## config.mk

```make
export PLATFORM = sky130hd
export DESIGN_NAME = cpi_global_conn_ctrl
export DESIGN_NICKNAME = d
export VERILOG_FILES = /design/src/rtl/cpi_global_conn_ctrl.sv
export SDC_FILE = /design/constraint.sdc
export NUM_CORES = 1
export LEC_CHECK = 0
export CORE_MARGIN = 2
export CORE_UTILIZATION = 40
export DETAILED_ROUTE_END_ITERATION = 8
export DONT_BUFFER_PORTS = 1
export PLACE_DENSITY_LB_ADDON = 0.3
export SETUP_SLACK_MARGIN = 0.1
export SKIP_LAST_GASP = 1
export SLEW_MARGIN = 10
export SYNTH_ARGS = -nofsm -noshare
export SYNTH_HDL_FRONTEND = slang
export SYNTH_SLANG_ARGS = --single-unit
```

## constraint.sdc

```tcl
create_clock -name clk -period 2.59 [get_ports clk]
set_input_delay 0.6475 -clock clk [delete_from_list [all_inputs] [get_ports clk]]
set_output_delay 0.6475 -clock clk [all_outputs]
set_load 0.02 [all_outputs]
```

## src/rtl/cpi_global_conn_ctrl.sv

```systemverilog
// CPI global connect/disconnect handshake controller, one FSM per channel.
// Channel errors fold into sticky fatal/viral flags; connects bump the epoch.
module cpi_global_conn_ctrl #(
  parameter int NUM_CH      = 2,
  parameter int EPOCH_W     = 10,
  parameter int TIMEOUT_CYC = 1024
) (
  input  logic                  clk,
  input  logic                  rst_n,
  input  logic [NUM_CH-1:0]     conn_req_i,
  input  logic                  clr_err_i,
  input  logic                  viral_i,
  output logic [NUM_CH-1:0]     txcon_req,
  input  logic [NUM_CH-1:0]     rxcon_ack,
  input  logic [NUM_CH-1:0]     rxdiscon_nack,
  input  logic [NUM_CH-1:0]     rx_empty,
  output logic [2*NUM_CH-1:0]   conn_state_o,
  output logic [NUM_CH-1:0]     timeout_o,
  output logic                  fatal,
  output logic                  viral,
  output logic [EPOCH_W-1:0]    epoch_id
);

  localparam int TW = $clog2(TIMEOUT_CYC + 1);
  localparam logic [TW-1:0] T_LAST = TW'(TIMEOUT_CYC - 1);

  localparam logic [1:0] S_DISC     = 2'd0;
  localparam logic [1:0] S_CONN_REQ = 2'd1;
  localparam logic [1:0] S_CONN     = 2'd2;
  localparam logic [1:0] S_DISC_REQ = 2'd3;

  logic [1:0]         st_q  [NUM_CH];
  logic [1:0]         st_d  [NUM_CH];
  logic [TW-1:0]      tmr_q [NUM_CH];
  logic [TW-1:0]      tmr_d [NUM_CH];

  logic [NUM_CH-1:0]  to_ev;
  logic [NUM_CH-1:0]  ft_ev;
  logic [NUM_CH-1:0]  en_conn;

  logic [NUM_CH-1:0]  txcon_q, txcon_d;
  logic [NUM_CH-1:0]  timeout_q, timeout_d;
  logic               fatal_q, fatal_d;
  logic               viral_q, viral_d;
  logic [EPOCH_W-1:0] epoch_q, epoch_d;

  // State, timer and registered outputs
  always_ff @(posedge clk or negedge rst_n) begin
    if (!rst_n) begin
      for (int i = 0; i < NUM_CH; i++) begin
        st_q[i]  <= S_DISC;
        tmr_q[i] <= '0;
      end
      txcon_q   <= '0;
      timeout_q <= '0;
      fatal_q   <= 1'b0;
      viral_q   <= 1'b0;
      epoch_q   <= '0;
    end else begin
      for (int i = 0; i < NUM_CH; i++) begin
        st_q[i]  <= st_d[i];
        tmr_q[i] <= tmr_d[i];
      end
      txcon_q   <= txcon_d;
      timeout_q <= timeout_d;
      fatal_q   <= fatal_d;
      viral_q   <= viral_d;
      epoch_q   <= epoch_d;
    end
  end

  // Per-channel next state, watchdog timer and event strobes
  always_comb begin
    to_ev   = '0;
    ft_ev   = '0;
    en_conn = '0;
    for (int i = 0; i < NUM_CH; i++) begin
      st_d[i]  = st_q[i];
      tmr_d[i] = tmr_q[i];
      unique case (st_q[i])
        S_DISC: begin
          if (conn_req_i[i] && !rxcon_ack[i])
            st_d[i] = S_CONN_REQ;
        end
        S_CONN_REQ: begin
          if (rxcon_ack[i]) begin
            st_d[i]    = S_CONN;
            en_conn[i] = 1'b1;
          end else if (tmr_q[i] == T_LAST) begin
            st_d[i]  = S_DISC;
            to_ev[i] = 1'b1;
            ft_ev[i] = 1'b1;
          end
        end
        S_CONN: begin
          if (!rxcon_ack[i]) begin
            st_d[i]  = S_DISC;
            ft_ev[i] = 1'b1;
          end else if (!conn_req_i[i] && rx_empty[i]) begin
            st_d[i] = S_DISC_REQ;
          end
        end
        S_DISC_REQ: begin
          if (rxdiscon_nack[i]) begin
            st_d[i]    = S_CONN;
            en_conn[i] = 1'b1;
          end else if (!rxcon_ack[i]) begin
            st_d[i] = S_DISC;
          end else if (tmr_q[i] == T_LAST) begin
            st_d[i]  = S_DISC;
            to_ev[i] = 1'b1;
            ft_ev[i] = 1'b1;
          end
        end
        default: st_d[i] = S_DISC;
      endcase
      // Timer restarts on any state entry and only runs while waiting
      if (st_d[i] != st_q[i])
        tmr_d[i] = '0;
      else if (st_q[i] == S_CONN_REQ || st_q[i] == S_DISC_REQ)
        tmr_d[i] = tmr_q[i] + TW'(1);
    end
  end

  // Next values of the registered outputs; new events beat clr_err_i
  always_comb begin
    txcon_d   = '0;
    for (int i = 0; i < NUM_CH; i++)
      txcon_d[i] = (st_d[i] == S_CONN_REQ) || (st_d[i] == S_CONN);
    timeout_d = to_ev | (timeout_q & {NUM_CH{~clr_err_i}});
    fatal_d   = (|ft_ev) | (fatal_q & ~clr_err_i);
    viral_d   = viral_q | viral_i | (|ft_ev);
    epoch_d   = (|en_conn) ? epoch_q + EPOCH_W'(1) : epoch_q;
  end

  // Flatten per-channel state onto the output bus
  always_comb begin
    conn_state_o = '0;
    for (int i = 0; i < NUM_CH; i++)
      conn_state_o[2*i +: 2] = st_q[i];
  end

  assign txcon_req = txcon_q;
  assign timeout_o = timeout_q;
  assign fatal     = fatal_q;
  assign viral     = viral_q;
  assign epoch_id  = epoch_q;

endmodule

```

**After elaboration in Yosys (flattened, before gate mapping)**

Index checks and enable logic that the tools add are counted.

- Output and inout port bits: 20
- Bits in registers: 42
- Logic and storage cells: 91

- Bitwise operators: 7
- $add $sub $neg: 3
- Reduce and logical (&&, ||, !) cells: 18
- Multiplexer cells: 40
- Equal/unequal tests: 14

Operators with widths:

| kind | count |
|---|---|
| $mux W11 | 4 |
| $mux W2 | 14 |
| $add A11 B1 Y11 const B | 2 |
| $eq A11 B10 Y1 const B | 2 |
| $pmux W2 S4 | 2 |
| $mux W1 | 14 |
| $eq A2 B2 Y1 const B | 6 |
| $add A10 B1 Y10 const B | 1 |
| $eq A2 B1 Y1 const B | 4 |
| $pmux W1 S2 | 4 |
| $pmux W1 S3 | 2 |
| $logic_and A1 B1 Y1 | 4 |
| $logic_not A1 Y1 | 4 |
| $logic_not A2 Y1 | 2 |
| $logic_or A1 B1 Y1 | 4 |
| $ne A2 B2 Y1 | 2 |
| $reduce_bool A2 Y1 | 2 |
| $reduce_or A2 Y1 | 2 |
| $or A1 B1 Y1 | 3 |
| $and A2 B2 Y2 | 1 |
| $or A2 B2 Y2 | 1 |
| $and A1 B1 Y1 | 1 |
| $not A1 Y1 | 1 |

**Longest topological paths before layout**

Gate-level depths: netlist of the first run.

- Depth after elaboration: 7
- Depth in mapped cells: 5
- Mapped depth without buffers: 5

**Worst setup path before layout of the first run**

No wires, ideal clock.

- Path type: input to register
- From: input port rxcon_ack[1]
- To: register epoch_q[1], in the netlist epoch_id[1]
- Stages: 4
- Slack: 0.658 ns
- Data required time: 2.465 ns
- Arrival time: 1.808 ns
- Path through: buf_2 -> mux2_2 -> a22oi_2 -> mux2_2

- Word-level cells in the longest chain between the ends: 3

Ends and longest elaborated chain:

| item | RTL line | source |
|---|---|---|
| start: declaration | 14 | `input logic [NUM_CH-1:0] rxcon_ack,` |
| $mux W1 | 86 | `if (rxcon_ack[i]) begin` |
| $pmux W1 S2 | 80 | `unique case (st_q[i])` |
| $reduce_or A2 Y1 | 133 | `epoch_d = (\|en_conn) ? epoch_q + EPOCH_W'(1) : epoch_q;` |
| end signal: assignment | 68 | `epoch_q <= epoch_d;` |
| end: declaration | 45 | `logic [EPOCH_W-1:0] epoch_q, epoch_d;` |

Every way passes these cells.
A chain may end at the register's enable or synchronous reset.

**Worst setup path in the final report of the first run**

- From: register st_q, in the netlist conn_state_o[3]
- To: register epoch_q[1], in the netlist epoch_id[1]

- Word-level cells in the longest chain between the ends: 3
- Elaborated cells between the ends (all ways): 4

Ends and longest elaborated chain:

| item | RTL line | source |
|---|---|---|
| start: declaration | 32 | `logic [1:0] st_q [NUM_CH];` |
| start signal: indexed assignment | 61 | `st_q[i] <= st_d[i];` |
| $eq A2 B2 Y1 / $eq A2 B1 Y1 (equally long branches) | 80 |  |
| $pmux W1 S2 (*) | 80 |  |
| $reduce_or A2 Y1 (*) | 133 |  |

Mark *: on every way between the ends. The rest lies on a longest branch, timed or not.

==> results of run 1 <==
[kinds of logic (layout without fill, tap and decap cells)]
kind of cell             count (synthesis)  after routing  share of synthesized area
AND/OR/NAND/NOR                        101            101                      0.248
flip-flops                              42             42                      0.477
AO/OA/AOI/OAI                           30             30                      0.103
XOR/XNOR                                27             27                      0.107
buffers and inverters                   12             17                     0.0227
multiplexers                             5              5                     0.0250
adder cells (fa/ha/maj)                  3              3                     0.0170
[state kept, by name, indices dropped and copies added (netlist names)]
name          flops
fatal             1
epoch_id         10
txcon_req         2
viral             1
tmr_q            22
timeout_o         2
conn_state_o      4
[power by group through the flow]
stage / clock network, mW / logic (mW) / registers [mW]
global placement: 0 / 0.579 / 1.05
global route: 0.553 / 0.656 / 1.07
finish: 0.507 / 0.578 / 1.04
CTS: 0.527 / 0.587 / 1.04
floorplan: 0 / 0.481 / 1.01
detailed placement: 0 / 0.585 / 1.05
[worst register-to-register path: stages (launching register included)]
cell and delay (ns):
dfrtp_1 0.61, mux2_2 0.42, a22oi_2 0.43, mux2_2 0.38
[layout make-up]
| type | count | area share |
|---|---|---|
| multi-input combinational | 166 | 0.460 |
| sequential | 42 | 0.438 |
| tap | 72 | 0.0376 |
| clock buffer | 5 | 0.0287 |
| clock inverter | 3 | 0.0167 |
| timing repair buffer | 3 | 0.00939 |
| inverter | 6 | 0.00939 |
[routing by layer]
metal / vias to the layer above / global-route usage / share of wire
met5: - / 0 / 0
met4: 0 / 0.0526 / 0.010
met3: 5 / 0.0448 / 0.043
met2: 20 / 0.216 / 0.46
met1: 781 / 0.200 / 0.49
li1: 784 / - / -
[through the flow]
step	hold slack [ns]	cells	total power, mW	worst slack, ns
2_1_floorplan	0.352	220	1.50	0.658
3_3_place_gp	0.354	289	1.63	0.677
3_5_place_dp	0.354	289	1.64	0.647
4_1_cts	0.0292	297	2.15	0.639
5_1_grt	0.0228	297	2.28	0.538
6_report	0.0472	297	2.13	0.641
[path summary, 6_finish.rpt]
check	depth (start not counted)	slack [ns]	endpoint	from
max reg2reg	3	0.64	epoch_id[1]	conn_state_o[3]
min reg2reg	2	0.55	tmr_q[9]	tmr_q[9]
max	3	0.64	epoch_id[1]	conn_state_o[3]
max in group asynchronous	0	2.45	txcon_req[0]	rst_n
min	0	0.05	conn_state_o[1]	rst_n
min in group clk	1	0.45	timeout_o[0]	clr_err_i
[cells in the mapped netlist (2+ instances only)]
cell / n / area (um^2)
nand2_1: 19 / 71.3
and3b_1: 2 / 17.5
and3_1: 2 / 12.5
dfrtp_1: 42 / 1050
nor3b_1: 4 / 30.0
o211ai_1: 2 / 15.0
nand4_1: 7 / 43.8
mux2_2: 4 / 45.0
or3b_2: 2 / 17.5
clkbuf_1: 2 / 7.51
and4_1: 2 / 17.5
nand2b_1: 6 / 37.5
nor2_1: 29 / 109
buf_2: 4 / 20.0
ha_1: 3 / 37.5
nand3_1: 11 / 55.1
nor3_1: 5 / 25.0
nor4_1: 3 / 18.8
nand4b_1: 2 / 17.5
o21a_1: 3 / 22.5
xnor2_1: 11 / 96.3
inv_1: 6 / 22.5
a21oi_1: 8 / 40.0
o21ai_0: 7 / 35.0
xor2_1: 16 / 140
==> impl_metrics.csv, run 1 <==
group,metric,value,unit
outcome,status,"completed",
synth,synth_cells,220,
layout,num_antenna_cells,0,
synth,synth_nets,235,
synth,postSynthAreaPerCell,10.0,um^2
synth,ys_types,43,
timing,slew_viol_final,0,
synth,synthArstFlopShare,1.00,
power_and_ir_drop,swShare,0.382,
timing,fin_crit_sh,0.752,
synth,ys_ff_latch,42,
power_and_ir_drop,seq_power_share,0.490,
route,first_iter_violations,99,
layout,multiInputGateArea,1100,um^2
floorplan,die_x,78.2,um
clock_network,post_cts_resize_count,0,
worst_setup_path,critPathMostFrequentCell,"mux2_2",
min_path,hp-class,"primary input to asynchronous set/reset pin",
route,drc,0,
power_and_ir_drop,worst_ir_drop_vdd,0.444,mV
layout,area_growth,8.80,%
timing,min_period,1.95,ns
route,drt-pass1-iter-count,4,
worst_setup_path,start_kind,"register",
clock_network,hold_buffers,0,
worst_setup_path,arrival,2.13,ns
clock_network,cts_tree,"yes",
grt,antenna_found_initial,0,
layout,final_cell_area,2400,um^2
power_and_ir_drop,intPower,1.31,mW
route,antenna_left,0,
route,routed_wirelength,4.08,mm
clock_network,htreeDepth,2,
grt,grt_pass1_wl,7.07,mm
timing,setup_tns,0,ns
clock_network,cts.sinks,42,
clock_network,clockBufferDepth,2,
floorplan,die_h,78.2,um
synth,ys_seq_area_frac,0.477,
worst_setup_path,crit_chain,"mux2_2, a22oi_2, mux2_2",
power_and_ir_drop,p_leak,1.02,nW
layout,final_common_cell,"dfrtp_1",
worst_setup_path,path_max_fanout,10,
power_and_ir_drop,power_switching,0.812,mW
grt,grt.overflow.total,0,
worst_setup_path,end_kind,"register",
synth,yosysWarnings,0,
timing,skew,0.00579,ns
synth,synth_ff_type,"dfrtp_1",
worst_setup_path,crit_slowest_cell,"dfrtp_1",
synth,syn_area,2200,um^2
layout,drive_above_1_share,0.107,
timing,fmax,513,MHz
worst_setup_path,cp.required,2.77,ns
clock_network,cts.clk_slew.worst_paths,0.08,ns
layout,nNetsFinal,239,
clock_network,post_cts_buffers,0,
floorplan,row_count,27,
grt,grtUsageTotal,0.145,
floorplan,core_area,5410,um^2
route,vias,1590,
floorplan,initial_core_util,0.408,
power_and_ir_drop,pwr_density_cell,887,nW/um^2
power_and_ir_drop,pwr-share-clk,0.239,
place,dp_hpwl,2.83,mm
place,io_buffers,0,
layout,final_core_util,0.444,
worst_setup_path,slowest_delay,0.61,ns
worst_setup_path,path_delay_family,"multiplexers",
place,place_congestion,0.765,
timing,rsz0062_at_grt,"false",
floorplan,die_area,6120,um^2
synth,synth_edf_count,0,
layout,regArea,1050,um^2
clock_network,cts_buffers,5,
timing,worst_slew_pin_slew,0.660,ns
clock_network,cts_root_buffer,"clkbuf_8",
grt,grt_start_max_net_pins,43,
grt,grt_pass1_vias,1534,
place,placed_area,2290,um^2
timing,relSlewSlack,0.554,
worst_setup_path,cp_num_buf_inv,0,
layout,fillCellCount,540,
layout,mostFrequentLayoutCells,"dfrtp_1 (42), nor2_1 (29), nand2_1 (19)",
timing,hold_viol,0,
floorplan,io_pins,32,
power_and_ir_drop,p_comb_frac,0.272,
worst_setup_path,criticalPathCategory,"register to register",
route,drt-vias-per-instance,5.35,
route,wl_per_cell,13.7,um
timing,setup_viol,0,
clock_network,clk_latency,0.29,ns
job,cap_violations,0,
Power figures use the tool's default switching activity.
==> run 2: changes to the inputs <==
==> constraint.sdc (replaced) <==
create_clock -name clk -period 1.7 [get_ports clk]
set_input_delay 0.425 -clock clk [delete_from_list [all_inputs] [get_ports clk]]
set_output_delay 0.425 -clock clk [all_outputs]
set_load 0.02 [all_outputs]
==> run 2 against run 1 <==
Against the previous run: critical path depth is 2 higher; register-to-register slack worse by 0.62 ns; critical path type unchanged; largest power group unchanged; clock skew is 0.00056 ns lower; clock power is 34% higher.
==> impl_metrics.csv, run 2 (same netlist as run 1, synthesis figures left out) <==
group,metric,value,unit
layout,largest_reg_flops,22,
worst_setup_path,criticalPathCategory,"register to register",
min_path,hold_path_depth,1,
power_and_ir_drop,p_leak,1.16,nW
grt,grt_pass1_wl,7.78,mm
outcome,status,"completed",
clock_network,clk_latency,0.30,ns
power_and_ir_drop,power.total,3.53,mW
timing,min_period,1.68,ns
floorplan,die_area,6120,um^2
grt,antenna_found_initial,0,
floorplan,core_area,5410,um^2
power_and_ir_drop,pwr_density_cell,1300,nW/um^2
power_and_ir_drop,intPower,2.15,mW
timing,fin_crit_sh,0.988,
grt,grt_start_max_net_pins,43,
worst_setup_path,slowest_delay,0.54,ns
worst_setup_path,start_kind,"register",
worst_setup_path,r2r_start,"tmr_q[12]",
layout,area_growth,22.9,%
worst_setup_path,ff2ff_setup_slack,0.02,ns
worst_setup_path,crit_slowest_cell,"or4b_4",
layout,final-instance-count-excl-fill,324,
layout,drive_above_1_share,0.238,
worst_setup_path,arrival,1.87,ns
timing,slew_viol_final,0,
power_and_ir_drop,power_switching,1.38,mW
route,antenna_left,0,
place,dp_hpwl,3.03,mm
timing,hold-worst-slack,0.211,ns
route,drt-pass1-iter-count,4,
grt,grtUsageTotal,0.162,
timing,hold_viol,0,
layout,num_antenna_cells,0,
worst_setup_path,crit_chain,"ha_2, nand4_1, or4b_4, a22oi_4, nor2_1",
floorplan,io_pins,32,
layout,final_common_cell,"dfrtp_1",
route,wl_per_cell,14.4,um
grt,grt_pass1_vias,1645,
layout,mostFrequentLayoutCells,"dfrtp_1 (40), nor2_1 (29), buf_4 (26)",
place,place_inst,305,
clock_network,cts_buffers,5,
power_and_ir_drop,worst_ir_drop_vdd,0.747,mV
worst_setup_path,crit_start,"tmr_q[12]",
place,place_congestion,0.743,
layout,largest_register,"tmr_q",
worst_setup_path,crit_end,"tmr_q[17]",
power_and_ir_drop,swShare,0.391,
timing,setup_viol,0,
power_and_ir_drop,seq_power_share,0.436,
timing,rsz0062_at_grt,"true",
clock_network,cts.sinks,42,
clock_network,cts_root_buffer,"clkbuf_8",
worst_setup_path,cp.required,1.89,ns
power_and_ir_drop,p_comb_frac,0.372,
floorplan,die_h,78.2,um
floorplan,row_count,27,
route,first_iter_violations,83,
clock_network,clockBufferDepth,2,
power_and_ir_drop,pwr-share-clk,0.192,
clock_network,cts_tree,"yes",
worst_setup_path,end_kind,"register",
clock_network,htreeDepth,2,
floorplan,die_x,78.2,um
worst_setup_path,path_max_fanout,8,
job,cap_violations,0,
timing,fmax,595,MHz
min_path,hp-class,"primary input to register",
timing,worst_slew_pin_slew,0.537,ns
floorplan,initial_core_util,0.408,
route,drc,0,
timing,relSlewSlack,0.641,
timing,skew,0.00523,ns
worst_setup_path,r2r_cells,5,
route,routed_wirelength,4.66,mm
clock_network,cts.clk_slew.worst_paths,0.08,ns
route,drt-vias-per-instance,5.23,
layout,nNetsFinal,266,
place,io_buffers,0,
grt,grt.overflow.total,0,
worst_setup_path,r2r-end,"tmr_q[17]",
route,vias,1696,
layout,fillCellCount,527,
[run 2: changes by cell type in the layout (fill, tap and decap cells not counted), sizes merged]
cell and change:
buf +25, bufinv -1, clkbuf +2, clkinv -1, dlygate4sd3 +1, o2111ai +1
[run 2: how the worst min path moves through the flow]
stage          slack, ns  startpoint         endpoint
6_report            0.21   clr_err_i     timeout_o[0]
5_1_grt             0.21   clr_err_i     timeout_o[0]
4_1_cts             0.21   clr_err_i     timeout_o[0]
3_5_place_dp        0.13       rst_n      epoch_id[2]
3_3_place_gp        0.13       rst_n      epoch_id[1]
2_1_floorplan       0.13       rst_n  conn_state_o[0]
[run 2: critical path, delay by kind of cell (launching register included)]
kind | cells | cell delay (ns)
and+or+nand+nor | 3 | 0.74
DFF | 1 | 0.36
AOI/OAI and AO/OA | 1 | 0.29
adders and majority gates | 1 | 0.18
[run 2: cell type report]
type,instances,area (um^2),share of cell area
multi-input combinational,167,1210,0.446
clock buffer,7,86.3,0.0319
timing repair buffer,29,245,0.0905
inverter,6,22.5,0.00831
sequential,42,1050,0.389
clock inverter,1,5.00,0.00185
tap,72,90.1,0.0332
[run 2: metal layers]
metal  global-route usage  vias to the layer above  wire length, um
li1                     -                      835                -
met2                0.264                       21             2330
met4               0.0632                        0               74
met5                    0                        -                0
met3               0.0391                        8              172
met1                0.208                      832             2080
[run 2: power by group through the flow]
stage,clock network [mW],registers [mW],logic [mW]
floorplan,0,1.55,0.785
global placement,0,1.55,1.12
detailed placement,0,1.55,1.13
CTS,0.702,1.53,1.21
global route,0.751,1.57,1.46
finish,0.678,1.54,1.31
[run 2: per-stage QoR]
step | instance area [um^2] | util | TNS [ns] | setup WS (ns)
finish | 2710 | 0.501 | 0 | 0.0205
global route | 2710 | 0.501 | -0.402 | -0.0558
CTS | 2610 | 0.483 | -0.206 | -0.0328
detailed placement | 2440 | 0.451 | -0.381 | -0.0605
global placement | 2440 | 0.451 | -0.0177 | -0.0149
floorplan | 2230 | - | 0 | 0.0141
[run 2: what timing repair did]
item                                    CTS  global route
gates resized for setup                   4            10
buffers inserted                          2             6
pin swaps                                 3             5
cloned                                    1             0
hold buffers                              2             0
endpoints found under the setup margin   22            30
hold endpoints to repair                 42             0
